[config.mk]
export PLATFORM = sky130hd
export DESIGN_NAME = payload_rr_arbiter
export DESIGN_NICKNAME = d
export VERILOG_FILES = /design/src/rtl/payload_rr_arbiter.sv
export SDC_FILE = /design/constraint.sdc
export NUM_CORES = 1
export LEC_CHECK = 0
export ABC_CLOCK_PERIOD_IN_PS = 11600
export BUFFER_PORTS_ARGS = -buffer_cell sky130_fd_sc_hd__buf_4
export CAP_MARGIN = 20
export CORE_ASPECT_RATIO = 0.7
export CORE_UTILIZATION = 45
export CTS_BUF_LIST = sky130_fd_sc_hd__clkbuf_4 sky130_fd_sc_hd__clkbuf_8 sky130_fd_sc_hd__clkbuf_16
export CTS_CLUSTER_DIAMETER = 60
export DETAILED_ROUTE_END_ITERATION = 8
export HOLD_SLACK_MARGIN = 0.08
export PLACE_DENSITY = 0.64
export REMOVE_ABC_BUFFERS = 1
export SLEW_MARGIN = 10
export SYNTH_ARGS = -nofsm -noshare
export SYNTH_HDL_FRONTEND = slang
export SYNTH_SLANG_ARGS = --single-unit
export TNS_END_PERCENT = 20
[constraint.sdc]
create_clock -name clk -period 11.6 [get_ports clk]
set_clock_uncertainty 0.05 [all_clocks]
set_input_delay 0.58 -clock clk [delete_from_list [all_inputs] [get_ports clk]]
set_output_delay 0.58 -clock clk [all_outputs]
set_load 0.005 [all_outputs]
[src/rtl/payload_rr_arbiter.sv]
// Packet-locked round-robin arbiter for a shared payload path.
// A granted PE keeps the path until its last beat; priority then rotates past it.
module payload_rr_arbiter #(
  parameter int NUM_PE = 10,
  localparam int IDX_W = $clog2(NUM_PE)
) (
  input  logic              clk,
  input  logic              rst_n,
  input  logic [NUM_PE-1:0] enables,
  input  logic [NUM_PE-1:0] last,
  output logic [IDX_W-1:0]  current,
  output logic              enable_arbiter
);

  logic              busy_reg;
  logic [IDX_W-1:0]  owner_reg;
  logic [IDX_W-1:0]  ptr_reg;
  logic [IDX_W-1:0]  current_reg;
  logic              enable_arbiter_reg;

  logic              grant_valid_next;
  logic [IDX_W-1:0]  grant_idx_next;
  logic [IDX_W-1:0]  ptr_next;

  // Scan position gi maps to PE (ptr + gi) mod NUM_PE.
  logic [IDX_W-1:0]  cand_idx [NUM_PE];
  logic [NUM_PE-1:0] cand_req;

  genvar gi;
  generate
    for (gi = 0; gi < NUM_PE; gi++) begin : g_scan
      logic [IDX_W:0] sum;
      assign sum = {1'b0, ptr_reg} + (IDX_W+1)'(gi);
      assign cand_idx[gi] = (sum >= (IDX_W+1)'(NUM_PE)) ?
                            IDX_W'(sum - (IDX_W+1)'(NUM_PE)) : sum[IDX_W-1:0];
      assign cand_req[gi] = enables[cand_idx[gi]];
    end
  endgenerate

  always_comb begin
    grant_valid_next = 1'b0;
    grant_idx_next   = owner_reg;
    if (busy_reg) begin
      grant_valid_next = enables[owner_reg];
    end else begin
      // Walk downward so the lowest scan offset wins.
      for (int k = NUM_PE - 1; k >= 0; k--) begin
        if (cand_req[k]) begin
          grant_valid_next = 1'b1;
          grant_idx_next   = cand_idx[k];
        end
      end
    end
  end

  assign ptr_next = (grant_idx_next == IDX_W'(NUM_PE - 1)) ? '0
                                                           : grant_idx_next + IDX_W'(1);

  always_ff @(posedge clk or negedge rst_n) begin
    if (!rst_n) begin
      busy_reg           <= 1'b0;
      owner_reg          <= '0;
      ptr_reg            <= '0;
      current_reg        <= '0;
      enable_arbiter_reg <= 1'b0;
    end else begin
      enable_arbiter_reg <= grant_valid_next;
      if (grant_valid_next) begin
        current_reg <= grant_idx_next;
        if (last[grant_idx_next]) begin
          busy_reg <= 1'b0;
          ptr_reg  <= ptr_next;
        end else begin
          busy_reg  <= 1'b1;
          owner_reg <= grant_idx_next;
        end
      end
    end
  end

  assign current        = current_reg;
  assign enable_arbiter = enable_arbiter_reg;

endmodule

**Word-level counts from Yosys, hierarchy flattened**

Cells that the tools add are included.

- Flip-flop bits (word level): 14

- $add $sub $neg: 20
- $lt $le $gt $ge: 22
- Eq/ne operators: 1
- Muxes and demuxes: 58
- Bitwise gates (word level): 1
- Reductions and logical operators: 2

Operators with widths:

| cell | count |
|---|---|
| $mux W4 | 22 |
| $lt A4 B5 Y1 const B | 12 |
| $bmux W1 S4 | 12 |
| $ge A5 B4 Y1 const B | 9 |
| $sub A4 B4 Y4 const B | 10 |
| $mux W1 | 24 |
| $add A4 B3 Y5 const B | 4 |
| $add A4 B2 Y5 const B | 2 |
| $add A4 B4 Y5 const B | 2 |
| $add A4 B1 Y5 const B | 1 |
| $add A4 B1 Y4 const B | 1 |
| $eq A4 B4 Y1 const B | 1 |
| $ge A4 B4 Y1 const B | 1 |
| $reduce_and A2 Y1 | 2 |
| $not A1 Y1 | 1 |

**Logic depth before layout (Yosys ltp)**

- Word-level depth: 20
- Gate-level depth with buffers: 23
- Depth with buffers taken out: 17

**Least setup slack after synthesis**

OpenSTA, ideal clock, no wires.

- Path kind: register -> register
- From: reg ptr_reg[1]
- To: reg ptr_reg[3]
- Setup time: 0.123 ns
- Data arrival time: 5.236 ns
- Required time: 11.427 ns
- Setup slack: 6.191 ns
- Stages on the path, launching flop included: 22
- Path buffers: 4
- Clock period less this slack: 5.409 ns
- Cell sequence: dfrtp_1 inv_1 clkbuf_1 ha_1 clkbuf_1 inv_2 buf_1 ha_1 clkbuf_1 and3b_1 and3_1 o311ai_0 o22ai_1 o211ai_1 nand4b_1 a211oi_1 o221a_2 nand4_1 o22ai_1 a211oi_4 a22o_4 o221a_1

- Cells in the longest elaborated chain, start to end: 19
- Elaborated cells on any way between the ends: 87

RTL lines:

| what | line | source |
|---|---|---|
| start: declaration | 17 | `logic [IDX_W-1:0] ptr_reg;` |
| start signal: assignment | 72 | `ptr_reg <= ptr_next;` |
| $add A4 B4 Y5 | 33 | `assign sum = {1'b0, ptr_reg} + (IDX_W+1)'(gi);` |
| $sub A4 B4 Y4 / $ge A5 B4 Y1 (equally long branches) | 35, 34 |  |
| $mux W4 | 34 | `assign cand_idx[gi] = (sum >= (IDX_W+1)'(NUM_PE)) ?` |
| $bmux W1 S4 | 36 | `assign cand_req[gi] = enables[cand_idx[gi]];` |
| $mux W1 (implied by the code) | 36 |  |
| $mux W4 (10 in a row) | 48 | `if (cand_req[k]) begin` |
| $mux W4 | 43 | `if (busy_reg) begin` |
| $bmux W1 S4 | 70 | `if (last[grant_idx_next]) begin` |
| $mux W1 (implied by the code) | 70 |  |
| $reduce_and A2 Y1 (no source line) | -- |  |

Several ways; a longest one is shown, not always the timed one. The select of a mux whose other input is x is not followed.
A chain may end at the register's enable or synchronous reset.

**Final worst setup path**

- From: reg ptr_reg[1]
- To: reg ptr_reg[0]

Same word-level chain as after synthesis.

==> impl.org <==
** Critical path
- Data on the critical path is required at its endpoint by ~12 ns.
- Setup crit start kind :: register
- In this design, the stage delay of the slowest critical-path cell is 0.69 ns.
- Worst endpoint data arrival time :: around 6 ns
- Logic depth of the worst register-to-register path :: 18
- Along the worst path, the maximum fanout reaches 20.
- The worst setup path is captured at a register.
- Most common cell on crit path :: sky130_fd_sc_hd__ha_1
- The slowest stage of the critical path belongs to the cell sky130_fd_sc_hd__dfrtp_1.
- Worst Setup Path Type :: reg2reg
- Ordered cell list for the critical path :: inv_1, ha_1, buf_4, inv_2, ha_1, and3b_1, and3_1, o311ai_0, o22ai_1, o211ai_1, nand4b_1, a211oi_1, o221ai_2, nand2b_1, a221oi_2, a211oi_4, a22o_4, mux2i_1

** Finish
- Number of nets in the layout :: between 500 and 600
- In the final layout, the share of cells above drive strength 1 is between 10% and 20%.
- Inserted Diodes :: 0
- Relative to the synthesized area, the layout overhead comes to 8.664%.

** Placement
- IO buf count :: 26
- The HPWL after detailed placement is roughly 11,000 µm.
- Final Wtd Congestion :: slightly above 1

** Timing
- Timing would allow up to roughly 170 MHz.
- For the pin with the worst max-slew slack, the measured transition is 0.9429 ns.
- Setup total negative slack on the finished layout was measured at 0 ns.
- Hold is met by between 0.1 and 0.15 ns.
- Crit share post-route :: 52.02%
- The smallest clock period supported by the final layout is computed as ~6 ns.
- Final hold violation count :: 0
- The number of max-slew violations in the final report was 0.
- Setup repair after global routing left no endpoint under its margin.
- Setup violations remaining at the end of the flow were counted as 0.
- Headroom to the max-slew limit came out at a little over a third.

** Logic synthesis
- In the synthesized netlist, the number of instances is 505.
- For this run, the leading register cell type out of synthesis is sky130_fd_sc_hd__dfrtp_1.
- In this run the biggest area consumer among cell types represents a little under 9% of the synthesized area.
- Post-synthesis sequential area ratio :: 8.822%
- Syn avg cell area :: 7.864 µm²
- Cell taking the most area after synthesis :: sky130_fd_sc_hd__dfrtp_1
- Number of distinct library cells after synthesis :: 90
- In this run the cell area of the synthesized design comes to around 4000 µm².
- Share of flip-flops with an asynchronous set or reset :: 100.0%
- The commonest cells after synthesis are 50 x sky130_fd_sc_hd__nand2_1, 33 x sky130_fd_sc_hd__mux2i_1, 33 x sky130_fd_sc_hd__nor2_1, 24 x sky130_fd_sc_hd__a21oi_1, 24 x sky130_fd_sc_hd__o21ai_0.
- Most common cell in the netlist :: sky130_fd_sc_hd__nand2_1
- Count of flip-flops with a built-in enable after synthesis :: 0
- Yosys printed 0 warnings.
- Number of flip-flops and latches in the synthesized netlist :: 14
- After synthesis, the cell types taking the most area are sky130_fd_sc_hd__dfrtp_1 8.8%, sky130_fd_sc_hd__mux2i_1 8.3%, sky130_fd_sc_hd__ha_1 7.2%.

** Global route
- The number of antenna violations at the first check in global routing was 0.
- Maximum number of pins on one net before global-route repair :: 45
- Total routing resource utilization after global routing :: 29.35%
- Summed over all layers, the global routing overflow is 0.
- The number of global-route vias before repair is around 3,700.
- First-pass GRT wire length :: a little over 20,000 µm

** Drt
- Number of nets with antenna violations after routing :: 0
- Detailed router's first-iteration violation count :: just over 500
- Dividing the detail-routed wire length by the instance count gives around 21 µm.
- Mean number of vias per cell :: approximately 6.8
- The final layout contains routed wiring with a total length of 13,430 µm.
- Vias :: around 4,300
- Number of iterations in the first detailed-routing pass :: 5
- For this run, design rule violations remaining after detail routing come to 0.

** Die
- Floorplan row count :: 28
- From left edge to right edge, the die measures ~110 µm.
- The initial utilization of the core area, before any placement, comes to ~47%.
- The die covers 9210 µm².
- The die is a little over 80 µm tall.
- Top-Level Pins :: 27
- Placeable core area :: 8513 µm²

** Clock network
- Clock Sink Count :: 14
- TritonCTS built the clock tree.
- The number of clock buffers added by TritonCTS is 3.
- Clock latency reported for the late side of the worst-skew pair :: ~0.24 ns
- After clock tree synthesis, the clock-pin slew on the worst setup and hold paths is 0.04 ns.
- Gates resized during post-CTS repair numbered 0.
- Buffer type at the clock tree root :: sky130_fd_sc_hd__clkbuf_16
- Setup repair bufs after CTS :: 0
- The clock passes through at most 2 buffers.
- Hold bufs inserted after CTS :: 0
- CTS built an H-tree with a depth of 1.

** Flow run
- Maximum capacitance violations :: 0

** Min path
- The tightest min-delay check is of the in2async type.

** Run status
- The run finished with clean final reports.
## through the flow
| step | worst slack [ns] | instance area, µm² | instances | util (%) |
|---|---|---|---|---|
| after floorplan | 5.876 | 3844 | 481 | - |
| after global placement | 5.804 | 4227 | 632 | 49.65 |
| after detailed placement | 5.676 | 4227 | 632 | 49.65 |
| after CTS | 5.642 | 4315 | 636 | 50.69 |
| after global routing | 5.112 | 4315 | 636 | 50.69 |
| final | 5.565 | 4315 | 636 | 50.69 |
## cells in the final DEF, fill, tap and decap left out, types with 8 or more instances in the layout
cell	netlist	layout
sky130_fd_sc_hd__a211oi_1	10	10
sky130_fd_sc_hd__a21oi_1	24	24
sky130_fd_sc_hd__and2_1	9	9
sky130_fd_sc_hd__buf_4	4	31
sky130_fd_sc_hd__dfrtp_1	14	14
sky130_fd_sc_hd__ha_1	23	23
sky130_fd_sc_hd__inv_1	17	17
sky130_fd_sc_hd__mux2_2	17	17
sky130_fd_sc_hd__mux2i_1	33	33
sky130_fd_sc_hd__mux4_2	8	8
sky130_fd_sc_hd__nand2_1	50	50
sky130_fd_sc_hd__nand3_1	11	11
sky130_fd_sc_hd__nand4_1	8	8
sky130_fd_sc_hd__nor2_1	33	33
sky130_fd_sc_hd__nor2b_1	8	8
sky130_fd_sc_hd__nor3_1	12	12
sky130_fd_sc_hd__o211ai_1	12	12
sky130_fd_sc_hd__o21ai_0	24	24
sky130_fd_sc_hd__o22ai_1	8	8
sky130_fd_sc_hd__xnor2_1	11	11
## area by class of cell
type	instances	area (µm²)
Clock buffer	4	88.84
Fill cell	860	4198
Inverter	19	71.32
Multi-Input combinational cell	448	3422
Sequential cell	14	350.3
Tap cell	120	150.1
Timing Repair Buffer	31	232.7
## kinds of logic (layout without fill, tap and decap cells)
kind of cell | count (synthesis) | after routing | share of synthesized area (%)
xor+xnor | 14 | 14 | 3.466
mux | 59 | 59 | 18.05
simple gates | 182 | 182 | 24.29
fa+ha+maj | 24 | 24 | 7.751
flops | 14 | 14 | 8.822
compound gates | 169 | 169 | 32.61
buf+inv | 43 | 54 | 5.009
## worst max-delay path, delay by kind of cell, from the launching register on
| kind | cells | cell delay [ns] |
|---|---|---|
| AOI/OAI and AO/OA | 8 | 2.45 |
| adders and majority gates | 2 | 0.82 |
| buffers and inverters | 3 | 1.01 |
| DFF | 1 | 0.69 |
| muxes | 1 | 0.18 |
| and+or+nand+nor | 4 | 0.74 |
## final timing paths
check                           start      endpoint  slack (ns)
setup / recovery           ptr_reg[1]    ptr_reg[0]        5.57
hold / removal                  rst_n  owner_reg[3]        0.13
setup reg to reg           ptr_reg[1]    ptr_reg[0]        5.57
hold reg to reg            current[0]    current[0]        0.44
max in group asynchronous       rst_n    ptr_reg[1]       11.20
min in group clk           current[0]    current[0]        0.44
## per-layer routing
layer	up-vias	part of all wire [%]	GRT usage, %
met5	-	0	0
met4	0	0.92	2.987
met3	17	10	6.189
met2	233	39	40.12
met1	2092	49	46.64
li1	1979	-	-
Power is left out: the tool's default activity adds up to more than one toggle a clock period on the data nets, which glitch-free logic cannot reach.
